<file path="config.mk">
export PLATFORM = sky130hd
export DESIGN_NAME = conv_rdma
export DESIGN_NICKNAME = d
export VERILOG_FILES = /design/src/rtl/conv_rdma.sv
export SDC_FILE = /design/constraint.sdc
export NUM_CORES = 2
export LEC_CHECK = 0
export ABC_CLOCK_PERIOD_IN_PS = 11700
export CORE_MARGIN = 2
export CORE_UTILIZATION = 30
export CTS_CLUSTER_SIZE = 10
export DETAILED_ROUTE_END_ITERATION = 16
export SYNTH_ARGS = -nofsm -noshare
export SYNTH_HDL_FRONTEND = slang
export SYNTH_SLANG_ARGS = --single-unit
</file>
<file path="constraint.sdc">
create_clock -name clk -period 11.7 [get_ports clk]
set_clock_uncertainty 0.15 [all_clocks]
set_input_delay 2.34 -clock clk [delete_from_list [all_inputs] [get_ports clk]]
set_output_delay 2.34 -clock clk [all_outputs]
set_load 0.05 [all_outputs]
</file>
<file path="src/rtl/conv_rdma.sv">
// Feature read DMA: walks a CSR-described feature cube, issues credit-limited MCIF burst reads
// and streams the returned beats to the MAC side. Define CONV_RDMA_PERF_EN for the busy-cycle counter.
module conv_rdma #(
    parameter int DW         = 8,
    parameter int TOUT       = 16,
    parameter int W_W        = 12,
    parameter int H_W        = 12,
    parameter int C_W        = 8,
    parameter int MAX_BURST  = 16,
    parameter int FIFO_DEPTH = 32
) (
    input  logic                 clk,
    input  logic                 rst,
    input  logic                 rdma_start,
    input  logic [W_W-1:0]       w_rdma,
    input  logic [H_W-1:0]       h_rdma,
    input  logic [C_W-1:0]       ch_rdma_div_Tout,
    input  logic [31:0]          feature_rdma_base_addr,
    input  logic [31:0]          feature_rdma_surface_stride,
    input  logic [31:0]          feature_rdma_line_stride,
    output logic                 rdma_busy,
    output logic                 rdma_done,
    output logic [31:0]          rdma_cycle_cnt,
    output logic                 conv2mcif_rd_req_vld,
    input  logic                 conv2mcif_rd_req_rdy,
    output logic [39:0]          conv2mcif_rd_req_pd,
    input  logic                 mcif2conv_rd_rsp_vld,
    input  logic [TOUT*DW-1:0]   mcif2conv_rd_rsp_pd,
    output logic                 dat_out_vld,
    output logic [TOUT*DW-1:0]   dat_out_pd,
    input  logic                 dat_out_rdy
);

    localparam int BW         = TOUT * DW;
    localparam int BEAT_SHIFT = $clog2(BW / 8);
    localparam int AW         = $clog2(FIFO_DEPTH);
    localparam int CR_W       = AW + 1;

    typedef enum logic [1:0] {S_IDLE, S_REQ, S_DRAIN, S_DONE} state_t;

    state_t            state;
    logic [W_W-1:0]    w_r, x_r, rem_pix, burst_len, x_next;
    logic [H_W-1:0]    h_r, y_r;
    logic [C_W-1:0]    ch_r, c_r;
    logic [31:0]       ls_r, ss_r, line_ptr, surf_ptr, req_addr;
    logic [CR_W-1:0]   credit, credit_nxt;
    logic [AW:0]       wr_ptr, rd_ptr;
    logic [BW-1:0]     mem [FIFO_DEPTH];
    logic              line_end, surf_end, last_req, req_fire, out_fire, fifo_full, zero_dim;

    // Burst never crosses a line: clip to the pixels left on the current line.
    assign rem_pix   = w_r - x_r;
    assign burst_len = (rem_pix > W_W'(MAX_BURST)) ? W_W'(MAX_BURST) : rem_pix;
    assign x_next    = x_r + burst_len;
    assign line_end  = (x_next == w_r);
    assign surf_end  = line_end && (y_r == h_r - H_W'(1));
    assign last_req  = surf_end && (c_r == ch_r - C_W'(1));
    assign zero_dim  = (w_rdma == '0) || (h_rdma == '0) || (ch_rdma_div_Tout == '0);

    assign conv2mcif_rd_req_vld = (state == S_REQ) && (W_W'(credit) >= burst_len);
    assign conv2mcif_rd_req_pd  = {8'(burst_len - W_W'(1)), req_addr};
    assign req_fire             = conv2mcif_rd_req_vld && conv2mcif_rd_req_rdy;
    assign out_fire             = dat_out_vld && dat_out_rdy;

    // Credit tracks free FIFO slots including beats still in flight from MCIF.
    assign credit_nxt = credit - (req_fire ? CR_W'(burst_len) : '0) + (out_fire ? CR_W'(1) : '0);

    assign rdma_busy   = (state != S_IDLE);
    assign rdma_done   = (state == S_DONE);
    assign dat_out_vld = (wr_ptr != rd_ptr);
    assign dat_out_pd  = mem[rd_ptr[AW-1:0]];
    assign fifo_full   = (wr_ptr == {~rd_ptr[AW], rd_ptr[AW-1:0]});

    always_ff @(posedge clk) begin
        if (rst) begin
            state    <= S_IDLE;
            w_r      <= '0;
            h_r      <= '0;
            ch_r     <= '0;
            ls_r     <= '0;
            ss_r     <= '0;
            x_r      <= '0;
            y_r      <= '0;
            c_r      <= '0;
            line_ptr <= '0;
            surf_ptr <= '0;
            req_addr <= '0;
            credit   <= CR_W'(FIFO_DEPTH);
            wr_ptr   <= '0;
            rd_ptr   <= '0;
        end else begin
            credit <= credit_nxt;
            if (mcif2conv_rd_rsp_vld) wr_ptr <= wr_ptr + 1'b1;
            if (out_fire)             rd_ptr <= rd_ptr + 1'b1;
            unique case (state)
                S_IDLE: if (rdma_start) begin
                    w_r      <= w_rdma;
                    h_r      <= h_rdma;
                    ch_r     <= ch_rdma_div_Tout;
                    ls_r     <= feature_rdma_line_stride;
                    ss_r     <= feature_rdma_surface_stride;
                    x_r      <= '0;
                    y_r      <= '0;
                    c_r      <= '0;
                    line_ptr <= feature_rdma_base_addr;
                    surf_ptr <= feature_rdma_base_addr;
                    req_addr <= feature_rdma_base_addr;
                    state    <= zero_dim ? S_DONE : S_REQ;
                end
                S_REQ: if (req_fire) begin
                    if (!line_end) begin
                        x_r      <= x_next;
                        req_addr <= req_addr + (32'(burst_len) << BEAT_SHIFT);
                    end else if (!surf_end) begin
                        x_r      <= '0;
                        y_r      <= y_r + H_W'(1);
                        line_ptr <= line_ptr + ls_r;
                        req_addr <= line_ptr + ls_r;
                    end else begin
                        x_r      <= '0;
                        y_r      <= '0;
                        c_r      <= c_r + C_W'(1);
                        surf_ptr <= surf_ptr + ss_r;
                        line_ptr <= surf_ptr + ss_r;
                        req_addr <= surf_ptr + ss_r;
                    end
                    if (last_req) state <= S_DRAIN;
                end
                // Credit back at full depth means every requested beat has left downstream.
                S_DRAIN: if (credit_nxt == CR_W'(FIFO_DEPTH)) state <= S_DONE;
                S_DONE:  state <= S_IDLE;
                default: state <= S_IDLE;
            endcase
        end
    end

    // NOTE: the FIFO storage has no reset; only the pointers define its contents.
    always_ff @(posedge clk) begin
        if (mcif2conv_rd_rsp_vld) mem[wr_ptr[AW-1:0]] <= mcif2conv_rd_rsp_pd;
    end

    assert property (@(posedge clk) disable iff (rst) !(mcif2conv_rd_rsp_vld && fifo_full))
        else $error("conv_rdma: response beat written into a full FIFO");

`ifdef CONV_RDMA_PERF_EN
    logic [31:0] cycle_cnt;
    always_ff @(posedge clk) begin
        if (rst)                                cycle_cnt <= '0;
        else if (state == S_IDLE && rdma_start) cycle_cnt <= '0;
        else if (rdma_busy)                     cycle_cnt <= cycle_cnt + 32'd1;
    end
    assign rdma_cycle_cnt = cycle_cnt;
`else
    assign rdma_cycle_cnt = '0;
`endif

endmodule

</file>
# Yosys cells after proc, flatten, opt, wreduce, memory -nomap -nowiden
# Memory sizes are Yosys's and may differ from the RTL's. A register that Yosys moved wholly into a read port is not among the register bits.
# Cells that the tools add are included.
# op_classes
n_addsub,14
multipliers,0
div,0
n_lt_le_gt_ge,2
n_eq_ne,14
shift,0
muxes,38
n_bitwise,0
reduce_logical,18
# ops
cell,n
$mux W32,9
$pmux W32 S2,3
$mux W12,7
$add A32 B32 Y32,2
$pmux W12 S2,2
$add A32 B16 Y32,1
$mux W8,4
$eq A12 B12 Y1,2
$logic_not A12 Y1,2
$pmux W8 S2,1
$sub A8 B1 Y8 const B,2
$add A12 B1 Y12 const B,1
$add A12 B12 Y12,1
$add A6 B1 Y6 const B,2
$ge A6 B12 Y1,1
$gt A12 B5 Y1 const B,1
$ne A2 B2 Y1 const B,6
$sub A12 B1 Y12 const B,1
$sub A12 B12 Y12,1
$mux W2,5
$mux W5,2
$add A8 B1 Y8 const B,1
$eq A8 B8 Y1,1
$logic_not A8 Y1,1
other kinds (17),27
# totals
reg_bits,244
latch_bits,0
mem_bits_rw,4096
romBits,0
input_bits,262
out_inout_bits,204
memories,1
# memory_table
memory,depth,word_bits,rd,rd_clocked_by_memory_dff,wr,line,source
mem,32,128,1,1,1,48,logic [BW-1:0] mem [FIFO_DEPTH];

# Longest topological paths before layout
# logic_depth
word_depth,12
ltp_mapped,36

# Worst setup path after synthesis
# OpenSTA, ideal clock, no wires.
# synth_timing
path_type,input to register
start,in mcif2conv_rd_rsp_vld
end,mem mem[15][0] (netlist bit) (enable)
setup_ns,0.618
arrival_time_ns,8.248
required_ns,10.932
setup_slack_ns,2.684
cell_stages,3
path_buffers,1
cell_sequence,clkbuf_1 > nand2_1 > nor2_1
# synth_between
elab_chain_len,2
# synth_lines
item,line,source
start: declaration,27,"input logic mcif2conv_rd_rsp_vld,"
$mux W1,139,if (mcif2conv_rd_rsp_vld) mem[wr_ptr[AW-1:0]] <= mcif2conv_rd_rsp_pd;
$mux W1 (not written as such),139,
end: declaration,48,
# Every way passes these cells.

# Final worst setup path
# layout_timing
start,reg x_r[1]
end,out conv2mcif_rd_req_vld
# layout_between
elab_chain_len,5
# layout_lines
item,line,source
start: declaration,42,"logic [W_W-1:0] w_r, x_r, rem_pix, burst_len, x_next;"
start signal: assignment,112,x_r <= x_next;
$sub A12 B12 Y12 (*),52,assign rem_pix = w_r - x_r;
$gt A12 B5 Y1,53,assign burst_len = (rem_pix > W_W'(MAX_BURST)) ? W_W'(MAX_BURST) : rem_pix;
$mux W12 (*),53,
$ge A6 B12 Y1 (*),60,assign conv2mcif_rd_req_vld = (state == S_REQ) && (W_W'(credit) >= burst_len);
$logic_and A1 B1 Y1 (*),60,
end: declaration,24,"output logic conv2mcif_rd_req_vld,"
# Mark *: on every way between the ends. The rest lies on a longest branch, timed or not.

==> flow_metrics.tcl <==
set metrics [dict create \
    status "complete, no violations" \
    final_antenna_net_count 0 \
    use_met1 0.220 \
    pwr-share-clk 0.353 \
    grt_max_degree 138 \
    cts_root_buffer "clkbuf_16" \
    crit_path_end_kind "output pin" \
    synthFlopType "edfxtp_1" \
    pin_count 466 \
    grt_pass1_vias 87500 \
    area_growth_pct 16.0 \
    ys_seq_area_frac 0.746 \
    use_met2 0.263 \
    switchingPower_uw 10100 \
    cp_data_required_time_ns 9.21 \
    clk_pin_slew_ns 0.05 \
    critPathKind "flop to output pin" \
    arrival_ns 6.68 \
    slew-limit-headroom 0.193 \
    hold_path.startpoint "ss_r[8]" \
    powerDensity_nw_per_um2 190 \
    num_rows 277 \
    maxCapViolations 0 \
    instances_no_fill 16400 \
    drcViolationCount 0 \
    dieHeight_microns 760 \
    numCtsBuffers 485 \
    hp-class "flop to flop" \
    whs_endpoint "ss_r[8]" \
    dieWidth_microns 760 \
    fin_nets 9125 \
    grt_overflow 0 \
    setup_violations 0 \
    globalplace.congestion 0.899 \
    ff2ff_setup_slack_ns 3.16 \
    die_area_sq_um 578000 \
    startpoint_type "flop" \
    synth_seq_cells 4345 \
    yosys_warnings 0 \
    grtUsageMet3 0.0298 \
    finalHoldViolCount 0 \
    core_area_sq_um 569000 \
    cts_hold_repair.buffers 0 \
    wire_per_inst_microns 29.2 \
    maxSlewViolCount 0 \
    finalWirelength_mm 479 \
    syn_area_sq_um 172000 \
    dp_hpwl_mm 252 \
    worstMarginPinSlew_ns 1.21 \
    initial_utilization 0.301 \
    leakagePower_uw 0.0601 \
    power_frac_comb 0.181 \
    r2r_end "surf_ptr[10]" \
    drt_iter0_drc 8958 \
    tritoncts "yes" \
    crit_fanout 14 \
    synth-async-reset-ratio 0 \
    cts_buffer_depth 4 \
    via_per_inst 5.24 \
    p_seq_frac 0.467 \
    synth_edf_count 4096 \
    cellInternalPower_uw 27700 \
    tns_ns 0 \
    io_buffers 433 \
    post-cts-setup-buffers 0 \
    antenna_found_initial 77 \
    layout_min_cycle_time_ns 9.17 \
    cts_resized 0 \
    period_share 0.784 \
    drive_gt1_frac 0.248 \
    synthDistinctLibCells 87 \
    syn_inst 8042 \
    gr-usage-all-layers 0.160 \
    final_core_util 0.350 \
    syn_area_per_cell_sq_um 21.3 \
    swShare 0.267 \
    clock-sinks 4345 \
    via_count 85800 \
    fmax_mhz 109 \
    grt-busiest-layer "met2" \
    clock_latency_ns 0.98 \
    cts_max_level 5 \
    rsz0062_at_grt "no" \
    grt_pass1_wl_mm 671 \
    rr_worst_depth 24 \
    vdd_drop_max_v 0.000172 \
    dr.pass1.iters 7 \
    dp_cells 15800 \
    holdPathStages 2 \
    r2r-start "x_r[1]" \
]
## layout by cell type, fill, tap and decap left out, drive strengths merged, types with 12 or more instances in the layout
cell type,netlist,final
edfxtp,4096,4096
mux4,1280,1280
clkbuf,341,532
clkdlybuf4s50,0,432
nand2,331,331
dfxtp,249,249
a21oi,228,228
nor2,199,199
buf,105,172
mux2,135,135
ha,126,126
xnor2,93,93
o21ai,82,82
inv,67,72
nand3,64,64
xor2,60,60
nor3,53,53
a21o,51,51
conb,2,46
a211oi,45,45
clkinv,1,41
mux2i,33,33
a31oi,33,33
o211ai,29,29
o21a,26,26
nor2b,24,24
diode,0,23
nor4,23,23
or3,22,22
o31ai,19,19
nand4,18,18
and3,17,17
nand2b,12,12
## cell families after synthesis
logic type	Yosys count	share of synthesized area
compound gates	630	0.0238
simple gates	817	0.0218
flops	4345	0.746
other cells	2	0.0000438
buf+inv	514	0.0121
xor+xnor	154	0.00798
fa+ha+maj	132	0.00988
mux	1448	0.179
## how the worst max path moves through the flow
stage	slack (ns)	endpoint	from
after global placement	3.38	surf_ptr[10]	x_r[1]
after CTS	2.47	conv2mcif_rd_req_vld	x_r[1]
final	2.53	conv2mcif_rd_req_vld	x_r[1]
after detailed placement	3.29	surf_ptr[10]	x_r[1]
after global routing	1.99	conv2mcif_rd_req_vld	x_r[1]
after floorplan	2.68	mem[15][0]	mcif2conv_rd_rsp_vld
## registers in the layout (all words and copies together) (netlist names), 12 cells and up, named ones only
name and cells:
line_ptr 32, req_addr 32, x_r 12, h_r 12, ss_r 32, mem 4096, y_r 12, w_r 12
ls_r 32, surf_ptr 32
## layer usage
metal,wire length (microns),up-vias
met2,230000,3567
li1,-,34800
met4,13300,36
met3,35400,821
met5,234,-
met1,200000,46600
## critical path: stages, from the launching register on
cell and delay (ns):
dfxtp_1 0.41, inv_1 0.11, ha_1 0.27, nor2b_1 0.14
o21ai_0 0.12, a21oi_1 0.22, o21ai_0 0.13, a21boi_0 0.39
o21ai_0 0.19, a21o_1 0.21, a2111o_1 0.47, a21oi_1 0.74
nor2b_1 0.38, ha_1 0.28, nand2b_1 0.15, a21o_1 0.18
a21o_1 0.19, a21oi_1 0.19, o22ai_1 0.20, clkdlybuf4s50_1 0.77
## per-stage QoR
| stage | total power [uW] | hold WS, ns | area [sq um] | worst slack [ns] |
|---|---|---|---|---|
| 3_3_place_gp | 24700 | 0.298 | 186000 | 3.38 |
| 2_1_floorplan | 22600 | 0.281 | 172000 | 2.68 |
| 4_1_cts | 38100 | 0.314 | 199000 | 2.47 |
| 5_1_grt | 39100 | 0.330 | 199000 | 1.99 |
| 6_report | 37800 | 0.312 | 199000 | 2.53 |
| 3_5_place_dp | 24800 | 0.306 | 186000 | 3.29 |
## cells in the mapped netlist, drive strengths merged, types with 29 or more instances
cell | number | share of area
edfxtp | 4096 | 0.72
mux4 | 1280 | 0.17
clkbuf | 341 | 0.0075
nand2 | 331 | 0.0072
dfxtp | 249 | 0.029
a21oi | 228 | 0.0067
nor2 | 199 | 0.0044
mux2 | 135 | 0.0089
ha | 126 | 0.0092
buf | 105 | 0.0031
xnor2 | 93 | 0.0047
o21ai | 82 | 0.0024
inv | 67 | 0.0015
nand3 | 64 | 0.0019
xor2 | 60 | 0.0031
nor3 | 53 | 0.0016
a21o | 51 | 0.0022
a211oi | 45 | 0.0020
a31oi | 33 | 0.0012
mux2i | 33 | 0.0019
o211ai | 29 | 0.0013
## power by group through the flow
stage,Combinational (uW),Clock (uW),Sequential [uW]
2_1_floorplan,4700,0,17900
3_3_place_gp,6770,0,17900
3_5_place_dp,6840,0,17900
4_1_cts,6870,13600,17600
5_1_grt,7290,14200,17600
6_report,6820,13300,17600
## area by class of cell
| type | instances | area [sq um] |
|---|---|---|
| sequential | 4345 | 128000 |
| inverter | 68 | 255 |
| antenna | 23 | 57.6 |
| timing repair buffer | 604 | 6020 |
| fill | 52100 | 370000 |
| clock buffer | 532 | 12400 |
| multi-input combinational | 3227 | 42000 |
| clock inverter | 51 | 881 |
| tap | 7533 | 9430 |
(Power assumes the default switching activity.)
